===== src/rtl/puf_soc_pkg.sv =====
// puf_soc_pkg
// Shared constants and types for the PUF SoC host-side link controller.
//   REG_BIT_SIZE / FRAM_SIZE : link word width and challenge words per frame
//   RSP_WORDS / TIMEOUT_CYC  : default response length and stall limit
//   NORM_MOD / DEBUG_MOD     : op-mode encodings driven to the SoC
//   puf_state_e              : host controller FSM states
//   cnt_width()              : counter width for a given limit (never below 1)
package puf_soc_pkg;

  localparam int REG_BIT_SIZE = 8;
  localparam int FRAM_SIZE    = 4;
  localparam int RSP_WORDS    = 2;
  localparam int TIMEOUT_CYC  = 1024;

  localparam logic NORM_MOD  = 1'b0;
  localparam logic DEBUG_MOD = 1'b1;

  typedef enum logic [2:0] {
    IDLE,
    START,
    SEND,
    WAIT_RSP,
    DONE
  } puf_state_e;

  function automatic int cnt_width(input int limit);
    return (limit > 1) ? $clog2(limit) : 1;
  endfunction

endpackage


===== src/rtl/puf_host_wdog.sv =====
// puf_host_wdog
// Stall counter for the host link. Counts cycles while en is high, saturates
// at LIMIT-1 and flags expired there. clr has priority over en.
//   clk     : clock
//   rst     : asynchronous active-high reset
//   clr     : synchronous clear to zero
//   en      : count this cycle
//   expired : counter sits at LIMIT-1
module puf_host_wdog
  import puf_soc_pkg::*;
#(
  parameter int LIMIT = TIMEOUT_CYC
) (
  input  logic clk,
  input  logic rst,
  input  logic clr,
  input  logic en,
  output logic expired
);

  localparam int             CW = cnt_width(LIMIT);
  localparam logic [CW-1:0]  TC = CW'(LIMIT - 1);

  logic [CW-1:0] cnt;

  always_ff @(posedge clk or posedge rst) begin
    if (rst) begin
      cnt <= '0;
    end else if (clr) begin
      cnt <= '0;
    end else if (en && (cnt != TC)) begin
      cnt <= cnt + CW'(1);
    end
  end

  assign expired = (cnt == TC);

endmodule


===== src/rtl/puf_host_ctrl.sv =====
// puf_host_ctrl
// Host-side sequencer for one PUF challenge/response exchange with the SoC:
// latches a challenge frame, pulses start, streams the frame out word by word
// (LSW first) over a valid/ready link, then collects RSP_WORDS response words.
// A stall watchdog aborts the exchange if either link direction hangs.
//   clk, rst                    : clock, asynchronous active-high reset
//   i_cmd_valid/mode/chal_data  : command from the host, taken when o_cmd_ready
//   o_cmd_ready, o_busy         : idle / transaction in progress
//   o_start, o_op_mode          : start pulse and op mode to the SoC
//   o_rx_valid/data, i_rx_ready : challenge stream to the SoC
//   i_tx_valid/data, o_tx_ready : response stream from the SoC
//   o_rsp_valid, o_rsp_data     : completion pulse and assembled response
//   o_timeout                   : abort pulse on a stalled link
//
// state    | meaning
// ---------+-----------------------------------------------------
// IDLE     | ready for a command
// START    | one-cycle start pulse to the SoC
// SEND     | stream challenge words, word counter selects the word
// WAIT_RSP | accept response words from the SoC
// DONE     | one-cycle response-valid pulse
module puf_host_ctrl
  import puf_soc_pkg::puf_state_e, puf_soc_pkg::IDLE, puf_soc_pkg::START,
         puf_soc_pkg::SEND, puf_soc_pkg::WAIT_RSP, puf_soc_pkg::DONE,
         puf_soc_pkg::NORM_MOD, puf_soc_pkg::cnt_width;
#(
  parameter int REG_BIT_SIZE = puf_soc_pkg::REG_BIT_SIZE,
  parameter int FRAM_SIZE    = puf_soc_pkg::FRAM_SIZE,
  parameter int RSP_WORDS    = puf_soc_pkg::RSP_WORDS,
  parameter int TIMEOUT_CYC  = puf_soc_pkg::TIMEOUT_CYC
) (
  input  logic                              clk,
  input  logic                              rst,
  input  logic                              i_cmd_valid,
  input  logic                              i_cmd_mode,
  input  logic [FRAM_SIZE*REG_BIT_SIZE-1:0] i_chal_data,
  output logic                              o_cmd_ready,
  output logic                              o_busy,
  output logic                              o_start,
  output logic                              o_op_mode,
  output logic                              o_rx_valid,
  output logic [REG_BIT_SIZE-1:0]           o_rx_data,
  input  logic                              i_rx_ready,
  input  logic                              i_tx_valid,
  input  logic [REG_BIT_SIZE-1:0]           i_tx_data,
  output logic                              o_tx_ready,
  output logic                              o_rsp_valid,
  output logic [RSP_WORDS*REG_BIT_SIZE-1:0] o_rsp_data,
  output logic                              o_timeout
);

  localparam int              WCW    = cnt_width(FRAM_SIZE);
  localparam int              RCW    = cnt_width(RSP_WORDS);
  localparam logic [WCW-1:0]  W_LAST = WCW'(FRAM_SIZE - 1);
  localparam logic [RCW-1:0]  R_LAST = RCW'(RSP_WORDS - 1);

  puf_state_e state, state_nxt;

  logic [FRAM_SIZE-1:0][REG_BIT_SIZE-1:0] chal_q;
  logic [RSP_WORDS-1:0][REG_BIT_SIZE-1:0] rsp_q;
  logic                                   mode_q;
  logic [WCW-1:0]                         wcnt;
  logic [RCW-1:0]                         rcnt;

  logic rx_hs;
  logic tx_hs;
  logic wd_en;
  logic wd_clr;
  logic wd_expired;

  // o_rx_valid is high for all of SEND and o_tx_ready for all of WAIT_RSP,
  // so a handshake reduces to the far side's signal in that state.
  assign rx_hs = (state == SEND) && i_rx_ready;
  assign tx_hs = (state == WAIT_RSP) && i_tx_valid;

  // Count only stalled link cycles; any handshake, any idle state and any
  // state change restart the count so each state sees a fresh window.
  assign wd_en  = ((state == SEND) && !rx_hs) || ((state == WAIT_RSP) && !tx_hs);
  assign wd_clr = !wd_en || (state_nxt != state);

  puf_host_wdog #(
    .LIMIT (TIMEOUT_CYC)
  ) u_wdog (
    .clk     (clk),
    .rst     (rst),
    .clr     (wd_clr),
    .en      (wd_en),
    .expired (wd_expired)
  );

  always_ff @(posedge clk or posedge rst) begin
    if (rst) begin
      state <= IDLE;
    end else begin
      state <= state_nxt;
    end
  end

  always_comb begin
    state_nxt   = state;
    o_cmd_ready = 1'b0;
    o_busy      = 1'b1;
    o_start     = 1'b0;
    o_op_mode   = mode_q;
    o_rx_valid  = 1'b0;
    o_rx_data   = '0;
    o_tx_ready  = 1'b0;
    o_rsp_valid = 1'b0;
    o_timeout   = 1'b0;
    case (state)
      IDLE: begin
        o_cmd_ready = 1'b1;
        o_busy      = 1'b0;
        o_op_mode   = NORM_MOD;
        if (i_cmd_valid) state_nxt = START;
      end
      START: begin
        o_start   = 1'b1;
        state_nxt = SEND;
      end
      SEND: begin
        o_rx_valid = 1'b1;
        o_rx_data  = chal_q[wcnt];
        // a handshake in the limit cycle still counts as progress
        if (rx_hs) begin
          if (wcnt == W_LAST) state_nxt = WAIT_RSP;
        end else if (wd_expired) begin
          o_timeout = 1'b1;
          state_nxt = IDLE;
        end
      end
      WAIT_RSP: begin
        o_tx_ready = 1'b1;
        if (tx_hs) begin
          if (rcnt == R_LAST) state_nxt = DONE;
        end else if (wd_expired) begin
          o_timeout = 1'b1;
          state_nxt = IDLE;
        end
      end
      DONE: begin
        o_rsp_valid = 1'b1;
        state_nxt   = IDLE;
      end
      default: begin
        state_nxt = IDLE;
      end
    endcase
  end

  always_ff @(posedge clk or posedge rst) begin
    if (rst) begin
      chal_q <= '0;
      mode_q <= 1'b0;
      wcnt   <= '0;
      rcnt   <= '0;
      rsp_q  <= '0;
    end else begin
      if ((state == IDLE) && i_cmd_valid) begin
        chal_q <= i_chal_data;
        mode_q <= i_cmd_mode;
      end

      if (state_nxt != SEND) begin
        wcnt <= '0;
      end else if (rx_hs && (wcnt != W_LAST)) begin
        wcnt <= wcnt + WCW'(1);
      end

      if (state_nxt != WAIT_RSP) begin
        rcnt <= '0;
      end else if (tx_hs && (rcnt != R_LAST)) begin
        rcnt <= rcnt + RCW'(1);
      end

      // previous response stays visible until the first new word lands
      if (tx_hs) rsp_q[rcnt] <= i_tx_data;
    end
  end

  assign o_rsp_data = rsp_q;

endmodule


===== config.mk =====
export PLATFORM = sky130hd
export DESIGN_NAME = puf_host_ctrl
export DESIGN_NICKNAME = d
export VERILOG_FILES = /design/src/rtl/puf_soc_pkg.sv /design/src/rtl/puf_host_wdog.sv /design/src/rtl/puf_host_ctrl.sv
export SDC_FILE = /design/constraint.sdc
export NUM_CORES = 1
export LEC_CHECK = 0
export BUFFER_PORTS_ARGS = -buffer_cell sky130_fd_sc_hd__buf_2
export CAP_MARGIN = 10
export CORE_ASPECT_RATIO = 1.25
export CORE_MARGIN = 2
export CORE_UTILIZATION = 53
export CTS_CLUSTER_DIAMETER = 150
export DETAILED_ROUTE_END_ITERATION = 7
export PLACE_DENSITY = 0.79
export SETUP_SLACK_MARGIN = 0.1
export SLEW_MARGIN = 20
export SYNTH_ARGS = -nofsm -noshare
export SYNTH_HDL_FRONTEND = slang
export SYNTH_HIERARCHICAL = 1
export SYNTH_SLANG_ARGS = --single-unit

===== constraint.sdc =====
create_clock -name clk -period 3.04 [get_ports clk]
set_clock_uncertainty 0.2 [all_clocks]
set_input_delay 0.304 -clock clk [delete_from_list [all_inputs] [get_ports clk]]
set_output_delay 0.304 -clock clk [all_outputs]
set_load 0.02 [all_outputs]

==> run metrics, run 1 <==
minimum clock period=2.71 ns; Worst path max stage delay=0.53 ns; cts bufs inserted=9; r2r setup slk=0.38 ns; final instance area=4210 um^2; Die Width=between 70 and 80 um; Synth Warn #=6; DRC viols=0; Max IR drop VDD=0.592 mV; status=completed; cell area power density=924 nW/um^2; Worst R2R Start=u_wdog/cnt[0]; gr ovfl total=0; RSZ-0062 raised after global routing=no; Max Slew Vio Count=0; WP buf/inv=2; Post-Synthesis Cells=235; Arrival @ worst endpoint=between 2 and 2.5 ns; Post-synth ARST share=100%; Cells on Worst Hold Path=2; n_diodes=0; CP cell instances=nor2b_4 -> nand2b_1 -> o22ai_1 -> buf_4 -> and3_2 -> buf_2; FMAX=between 300 and 400 MHz; # nets final=402; vias in the first global route=~2,500; Vias/cell=between 5 and 6; Crit Path Category=flip-flop to output pin; Post-synth EDFFs=0; antenna violations before repair=0; antenna-violating nets left=0; number of fill cells=around 380; sequential-to-total area share from yosys stat=51.8%; worst skew pair latency=approximately 0.33 ns; WL per Instance=16.9 um; CP max stage cell=dfrtp_1; r2r endpoint=u_wdog/cnt[1]; die height=90.0 um; Max Fanout on Critical Path=14; Post-Place Worst Slack=0.148 ns; most frequent cells in the layout=77 x buf_2, 65 x dfrtp_1, 47 x mux2_2, 42 x dlygate4sd3_1, 12 x nor2b_1; clk sinks=65; DIE AREA=about 6600 um^2; Distinct cells, synth=49; clock root buffer=clkbuf_8; hpwl dp=4460 um; Hold Crit Class=input pin to flip-flop; min-delay src=i_tx_valid; placed cell areas=3540 um^2; H-tree levels=3; Area growth, synth to finish=34.2%; ys flop type=dfrtp_1; CTS tree=built; Pwr Total=3.89 mW; I/O pins=78; largest net degree at the start of global routing=56; first-pass GRT wire length=around 12,000 um; worst hold endpoint=state[2]; total routed wirelength=between 7000 and 8000 um; Yosys reg bits=65; via count=2,378; kind of cell adding the most delay to the critical path=simple AND/OR/NAND/NOR gates; Core Area=~5700 um^2; clock buffer depth=2; Slew HR=a little over half; mean post-synth cell area=between 10 and 15 um^2; 1st-pass router iterations=4; Initial Util=54.7%; crit end category=output pin; # rows=31; routability cong.=0.822; # setup viols final=0; Required @ worst endpoint=between 2 and 3 ns; Worst Tran Pin Value=0.699 ns; commonest non-fill, non-tap cell in the layout=buf_2; Worst Setup Start Kind=flip-flop; total global-route track usage=24.4%; final setup margin=0.334 ns; Leakage=~1.9 nW; maximum capacitance violations=0; DR iter-0 viols=200; setup TNS=0 ns; Mapped Nets=283; Final Util=73.4%; Mapped Area=3140 um^2; Fin. Hold Viols=0; clk slew on worst S/H paths=0.07 ns; worst r2r path cells=10; ratio of cells with drive above 1 in the final layout=~47%; final period utilization=89.0%; port bufs=77
worst max path at each step:
stage,start,to,slack [ns],cells after the start
floorplan,u_wdog/cnt[0],u_wdog/cnt[5],0.39,10
global placement,u_wdog/cnt[0],u_wdog/cnt[1],0.27,10
global route,u_wdog/cnt[0],u_wdog/cnt[0],0.09,11
detailed placement,u_wdog/cnt[0],u_wdog/cnt[1],0.15,10
finish,state[1],o_timeout,0.33,6
CTS,u_wdog/cnt[0],u_wdog/cnt[0],0.12,11
layout make-up:
cell class | instances | area [um^2] | area share [%]
clock inverters | 7 | 119 | 2.82
repair buffers | 123 | 836 | 19.8
well taps | 66 | 82.6 | 1.96
multi-input cells | 146 | 1390 | 33.0
flip-flops and latches | 65 | 1630 | 38.6
clock buffers | 9 | 124 | 2.94
inverters | 9 | 33.8 | 0.802
power by group:
part	internal [mW]	leakage [nW]	switching (mW)	total [mW]
Clock	0.544	0.115	0.346	0.890
Sequential	1.20	0.814	0.254	1.46
Combinational	0.793	1.01	0.756	1.55
cell usage after synthesis (all sizes together) (4+ instances only):
cell | number | area (um^2)
dfrtp | 65 | 1630
mux2 | 50 | 563
nor2b | 13 | 88.8
buf | 12 | 83.8
inv | 9 | 33.8
mux4 | 8 | 180
and3 | 6 | 41.3
a211oi | 5 | 47.5
nand2 | 5 | 21.3
nor3 | 5 | 25.0
a21oi | 4 | 23.8
a41oi | 4 | 35.0
nand2b | 4 | 25.0
stage by stage:
| step | hold slack (ns) | std cells |
|---|---|---|
| after floorplan | -0.0558 | 235 |
| after global placement | 0.126 | 367 |
| after detailed placement | 0.123 | 367 |
| after CTS | 0.245 | 425 |
| after global routing | 0.268 | 425 |
| final | 0.270 | 425 |
routing by layer:
layer / global-route usage [%] / vias up / wire length (um)
li1: - / 1103 / -
met1: 29.1 / 1200 / 2790
met2: 42.1 / 64 / 3940
met3: 6.95 / 11 / 363
met4: 7.41 / 0 / 108
met5: 0 / - / 0
sequential cells by signal, indices dropped and copies added (netlist names):
signal	flops
u_wdog/cnt	10
o_rsp_data	16
wcnt	2
state	3
mode_q	1
chal_q	32
rcnt	1
kinds of logic (layout without fill, tap and decap cells):
family / count (synthesis) / in the layout / synth area share (%)
AOI/OAI and AO/OA: 26 / 26 / 6.42
xor gates and xnor gates: 1 / 1 / 0.279
adders and majority gates: 2 / 2 / 0.797
buffers and inverters: 24 / 148 / 4.10
DFF: 65 / 65 / 51.8
muxes: 60 / 60 / 24.3
and+or+nand+nor: 57 / 57 / 12.3
what timing repair did:
item,in CTS,in global routing
gates resized for setup,0,3
hold endpoints to repair,110,0
endpoints found under the setup margin,0,3
hold buffers,42,0
setup buffers,0,0
No activity file was read; power rests on OpenSTA's default activity.
==> run 2, diff against run 1 <==
--- a/config.mk
+++ b/config.mk
@@ -12,10 +12,8 @@
 export CORE_UTILIZATION = 53
 export CTS_CLUSTER_DIAMETER = 150
 export DETAILED_ROUTE_END_ITERATION = 7
-export PLACE_DENSITY = 0.79
+export PLACE_DENSITY = 0.8
 export SETUP_SLACK_MARGIN = 0.1
-export SLEW_MARGIN = 20
 export SYNTH_ARGS = -nofsm -noshare
 export SYNTH_HDL_FRONTEND = slang
-export SYNTH_HIERARCHICAL = 1
 export SYNTH_SLANG_ARGS = --single-unit
==> run metrics, run 2 <==
status=complete, but fails checks; failing checks=hold timing; cell area power density=799 nW/um^2 (-14%); Yosys reg bits=65 (unchanged); Pwr Total=3.13 mW (-20%); I/O pins=78 (unchanged); Synth Warn #=0 (-6); synth cell count leaders=65 x dfrtp_1, 48 x mux2_2, 13 x nor2_1; sequential-to-total area share from yosys stat=52.7% (+0.88 points); Simple-Gate Fraction of Synth Area=12.6% (+0.37 points); DR iter-0 viols=111 (-45%); post-synthesis mux area share=25.1% (+0.74 points); clk slew on worst S/H paths=0.07 ns (about the same); Fin. Hold Viols=34 (+34); Distinct cells, synth=44 (-10%); register name with the most flops=chal_q; Worst R2R Start=state[1]; share of Yosys cell area claimed by the top area cell type=52.7% (+0.88 points); Required @ worst endpoint=2.54 ns (about the same); Initial Util=54.1% (-0.55 points); r2r endpoint=chal_q[20]; Post-synth EDFFs=0 (unchanged); count leader, synth=dfrtp_1; vias in the first global route=2,250 (-9.8%); total routed wirelength=6490 um (-9.9%); Max IR drop VDD=0.447 mV (-24%); Mapped Nets=277 (-2.1%); Area growth, synth to finish=26.9%; Hold Crit Class=input pin to async pin; Post-Place Worst Slack=0.845 ns (+0.697 ns); Final Util=68.7% (-4.7 points); setup TNS=0 ns (unchanged); Compound-Gate Fraction of Synth Area=3.73% (-2.7 points); clock root buffer=clkbuf_8; CTS tree=built; Slew HR=36.9% (-17 points); worst skew pair latency=0.33 ns (about the same); DIE AREA=6450 um^2 (-1.6%); Post-synth ARST share=100% (unchanged); number of fill cells=406 (+5.7%); die height=89.3 um (-0.80%); Post-Synthesis Cells=229 (-2.6%); Vias/cell=5.39 (-3.7%); antenna violations before repair=0 (unchanged); Leakage=1.98 nW (+2.2%); # nets final=378 (-6.0%); clock buffer depth=2 (unchanged); # setup viols final=0 (unchanged); crit path capture=o_rx_data[6]; crit end category=output pin; Worst Tran Pin Value=0.945 ns (+0.246 ns); Arrival @ worst endpoint=2.00 ns (-0.20 ns); WL per Instance=16.2 um (-4.2%); H-tree levels=3 (unchanged); Crit Path Category=flip-flop to output pin; hpwl dp=4340 um (-2.8%); cts bufs inserted=9 (unchanged); FF+latch area=1630 um^2 (unchanged); Mapped Area=3090 um^2 (-1.7%); final period utilization=82.4% (-6.6 points); Critical path origin=wcnt[0]; Max Fanout on Critical Path=10 (-4); most frequent cells in the layout=77 x buf_2, 65 x dfrtp_1, 48 x mux2_2, 21 x dlygate4sd3_1, 13 x nor2_1; worst r2r path cells=4 (-6); mean post-synth cell area=13.5 um^2 (+0.90%); clk sinks=65 (unchanged); Core Area=5700 um^2 (-0.68%); Max Slew Vio Count=0 (unchanged); commonest non-fill, non-tap cell in the layout=buf_2; Die Width=72.3 um (-0.79%); Synth area leaders=dfrtp_1 53%, mux2_2 18%, mux4_2 5.8%, and3_1 2.0%, nor2_1 1.6%; first-pass GRT wire length=10,500 um (-13%); Worst Setup Start Kind=flip-flop; placed cell areas=3510 um^2 (-0.88%); WHS=-0.0180 ns (-0.288 ns); FMAX=399 MHz (+8.1%); ys flop type=dfrtp_1; # rows=31 (unchanged); via count=2,156 (-9.3%); Post-Synth Adder-Cell Area=0.811% (+0.014 points); antenna-violating nets left=0 (unchanged); max reg flops=32 (unchanged); r2r setup slk=0.84 ns (+0.46 ns); routability cong.=0.773 (-5.9%); final setup margin=0.535 ns (+0.202 ns); n_diodes=0 (unchanged); final instance area=3920 um^2 (-7.0%); gr ovfl total=0 (unchanged); RSZ-0062 raised after global routing=no; minimum clock period=2.50 ns (-0.202 ns); multi-input gate area in the final layout=1360 um^2 (-2.5%); largest net degree at the start of global routing=47 (-16%); port bufs=77 (unchanged); 1st-pass router iterations=4 (unchanged); postcts setup bufs=0 (unchanged); ratio of cells with drive above 1 in the final layout=49.7% (+2.3 points); XOR/XNOR share of the synthesized area=1.70% (+1.4 points); main combinational cell family by area after synthesis=multiplexers; maximum capacitance violations=0 (unchanged); total global-route track usage=21.6% (-2.9 points); Yosys top cell by area=dfrtp_1; DRC viols=0 (unchanged)
run 2: changes by cell type after synthesis, moves of 4 or more:
cell / before / now
nor2_1: 3 / 13
nor2b_1: 12 / 3
and3_1: 3 / 10
a41oi_1: 4 / 0
run 2: cell families (layout without fill, tap and decap cells):
| logic type | count (synthesis) | after routing |
|---|---|---|
| AOI/OAI and AO/OA | 12 | 12 |
| muxes | 61 | 61 |
| buffers and inverters | 21 | 126 |
| xor gates and xnor gates | 6 | 6 |
| DFF | 65 | 65 |
| adders and majority gates | 2 | 2 |
| and+or+nand+nor | 62 | 62 |
run 2: final cells by class:
cell class                      count  share of cell area [%]
Inverter                           10                   0.958
Clock inverter                      3                    1.02
Tap cell                           66                    2.11
Clock buffer                       12                    3.96
Sequential cell                    65                    41.5
Timing Repair Buffer              101                    15.8
Multi-Input combinational cell    143                    34.6
run 2: per-stage QoR:
step | cells | hold slack, ns
2_1_floorplan | 229 | 0.239
3_3_place_gp | 364 | 0.268
3_5_place_dp | 364 | 0.278
4_1_cts | 399 | 0.00132
5_1_grt | 400 | 0.00470
6_report | 400 | -0.0180
run 2: critical path, stage by stage, from the launching register on:
cell and delay (ns):
dfrtp_1 0.74, mux4_2 0.58, and3_1 0.20, buf_2 0.15
run 2: layer usage:
layer	up-vias	track usage (%)	wire, um
li1	1028	-	-
met1	1064	26.0	2660
met2	53	36.4	3440
met3	11	5.19	278
met4	0	10.6	106
met5	-	0	0
run 2: worst min-delay path by stage:
stage,startpoint,cells past startpoint,endpoint
floorplan,i_tx_data[5],1,o_rsp_data[5]
global placement,o_rsp_data[6],1,o_rsp_data[6]
detailed placement,o_rsp_data[6],1,o_rsp_data[6]
CTS,i_chal_data[19],2,chal_q[19]
global route,i_chal_data[26],2,chal_q[26]
finish,rst,2,o_rsp_data[4]
run 2: repair_timing:
| item | in CTS | in global routing |
|---|---|---|
| resized for setup | 0 | 0 |
| endpoints found under the setup margin | 0 | 0 |
| hold buffers | 20 | 1 |
| endpoints found under the hold margin | 20 | 1 |
run 2: where the power goes:
| part | switching [mW] | internal, mW |
|---|---|---|
| combinational | 0.517 | 0.531 |
| sequential | 0.208 | 1.14 |
| clock | 0.318 | 0.417 |
| total | 1.04 | 2.09 |
==> run 3, diff against run 2 <==
==> constraint.sdc (replaced) <==
create_clock -name clk -period 2.4 [get_ports clk]
set_clock_uncertainty 0.2 [all_clocks]
set_input_delay 0.24 -clock clk [delete_from_list [all_inputs] [get_ports clk]]
set_output_delay 0.24 -clock clk [all_outputs]
set_load 0.02 [all_outputs]
==> run metrics, run 3 (synthesized netlist as in run 2, its figures left out) <==
Leakage=2.11 nW (+6.4%); Worst R2R Start=state[0]; Pwr Total=4.05 mW (+29%); worst hold endpoint=state[2]; maximum capacitance violations=0 (unchanged); WHS=0.159 ns (+0.177 ns); vias in the first global route=2,286 (+1.6%); 1st-pass router iterations=4 (unchanged); RSZ-0062 raised after global routing=no; port bufs=77 (unchanged); r2r endpoint=o_rsp_data[4]; Net Sw Frac=33.0% (-0.32 points); # setup viols final=0 (unchanged); Max Slew Vio Count=0 (unchanged); kind of cell adding the most delay to the critical path=simple AND/OR/NAND/NOR gates; H-tree levels=3 (unchanged); crit end category=output pin; min-delay src=i_tx_valid; die height=89.3 um (unchanged); worst r2r path cells=4 (unchanged); Max Fanout on Critical Path=4 (-6); CTS tree=built; antenna-violating nets left=0 (unchanged); placed cell areas=3580 um^2 (+2.0%); final setup margin=0.179 ns (-0.356 ns); Vias/cell=5.34 (-0.94%); Slew HR=55.4% (+18 points); Required @ worst endpoint=1.96 ns (-0.58 ns); Arrival @ worst endpoint=1.78 ns (-0.22 ns); cell area power density=958 nW/um^2 (+20%); status=completed; worst skew pair latency=0.33 ns (about the same); WL per Instance=15.7 um (-2.9%); ratio of cells with drive above 1 in the final layout=48.5% (-1.2 points); r2r setup slk=0.36 ns (-0.48 ns); minimum clock period=2.22 ns; Cells on Worst Hold Path=3; postcts setup bufs=0 (unchanged); Fin. Hold Viols=0 (-100%); Worst path max stage delay=0.39 ns (-0.35 ns); cts bufs inserted=9 (unchanged); most frequent cells in the layout=76 x buf_2, 65 x dfrtp_1, 48 x mux2_2, 42 x dlygate4sd3_1, 13 x nor2_1; total global-route track usage=22.6% (+1.0 points); # rows=31 (unchanged); hpwl dp=4290 um (-1.0%); Worst Setup Start Kind=flip-flop; Hold Crit Class=input pin to flip-flop; clock share of power=22.8% (-0.7 points); # nets final=405 (+7.1%); DR iter-0 viols=152 (+37%); Psw=1.33 mW (+28%); register name with the most flops=chal_q; routability cong.=0.878 (+13%); Initial Util=54.1% (unchanged); FMAX=450 MHz; Comb power frac=36.1% (+2.6 points); Post-Place Worst Slack=0.355 ns (-0.490 ns); max reg flops=32 (unchanged); I/O pins=78 (unchanged); via count=2,280 (+5.8%); gr ovfl total=0 (unchanged); clk slew on worst S/H paths=0.07 ns (about the same); total routed wirelength=6720 um (+3.7%); cell count along the critical path=5 (+2); Area growth, synth to finish=36.9%; DRC viols=0 (unchanged); CP max stage cell=dfrtp_1; DIE AREA=6450 um^2 (unchanged); first-pass GRT wire length=10,900 um (+3.2%); Crit Path Category=flip-flop to output pin; n_diodes=0 (unchanged); Core Area=5700 um^2 (unchanged); Die Width=72.3 um (unchanged); final instance area=4230 um^2 (+7.9%); clock root buffer=clkbuf_8; sequential power share=41.0% (-2.0 points); largest net degree at the start of global routing=36 (-23%); CP cell instances=ha_1 -> and4_4 -> nand3_2 -> a2111oi_4 -> buf_4; antenna violations before repair=0 (unchanged); WP buf/inv=1 (unchanged); final period utilization=92.5%; clock buffer depth=2 (unchanged); Pint=2.71 mW (+30%); clk sinks=65 (unchanged); commonest non-fill, non-tap cell in the layout=buf_2; Max IR drop VDD=0.765 mV (+71%); setup TNS=0 ns (unchanged); Worst Tran Pin Value=0.669 ns (-0.277 ns)
[run 3: cell type report]
class | instances | area (um^2)
clock buffers | 12 | 155
clock inverters | 3 | 40.0
fillers | 356 | 1480
inverters | 10 | 37.5
multi-input cells | 143 | 1380
flip-flops and latches | 65 | 1630
well taps | 66 | 82.6
repair buffers | 128 | 901
[run 3: power by group through the flow]
stage | Combinational, mW | Sequential (mW) | Clock [mW]
final | 1.46 | 1.66 | 0.923
after global routing | 1.59 | 1.71 | 1.00
after CTS | 1.46 | 1.65 | 0.950
after detailed placement | 1.40 | 1.67 | 0
after global placement | 1.36 | 1.65 | 0
after floorplan | 0.915 | 1.72 | 0
[run 3: per-stage QoR]
step / cells / utilization [%]
5_1_grt: 427 / 74.1
3_3_place_gp: 370 / 62.8
6_report: 427 / 74.1
4_1_cts: 427 / 73.8
2_1_floorplan: 229 / -
3_5_place_dp: 370 / 62.8
[run 3: how the worst max path moves through the flow]
stage	from	endpoint	slack (ns)
4_1_cts	u_wdog.cnt[0]	o_timeout	0.10
2_1_floorplan	u_wdog.cnt[0]	o_timeout	0.24
3_3_place_gp	u_wdog.cnt[0]	o_timeout	0.35
3_5_place_dp	u_wdog.cnt[0]	o_timeout	0.36
5_1_grt	u_wdog.cnt[0]	o_timeout	0.09
6_report	u_wdog.cnt[0]	o_timeout	0.18
[run 3: routing by layer]
layer	global-route usage (%)	vias to the layer above	share of wire [%]
met2	37.2	59	52
met4	8.40	0	0.97
met5	0	-	0
met1	28.1	1127	42
met3	6.99	4	4.7
li1	-	1090	-
[run 3: what timing repair did]
| item | CTS | global route |
|---|---|---|
| endpoints found under the hold margin | 79 | 0 |
| resized for setup | 3 | 3 |
| hold buffers | 42 | 0 |
| setup endpoints to repair | 1 | 1 |
[run 3: worst register-to-register path, stage by stage (launching register included)]
cell	delay, ns
dfrtp_1	0.56
inv_2	0.12
or2_4	0.31
nor3_4	0.35
mux2_2	0.39
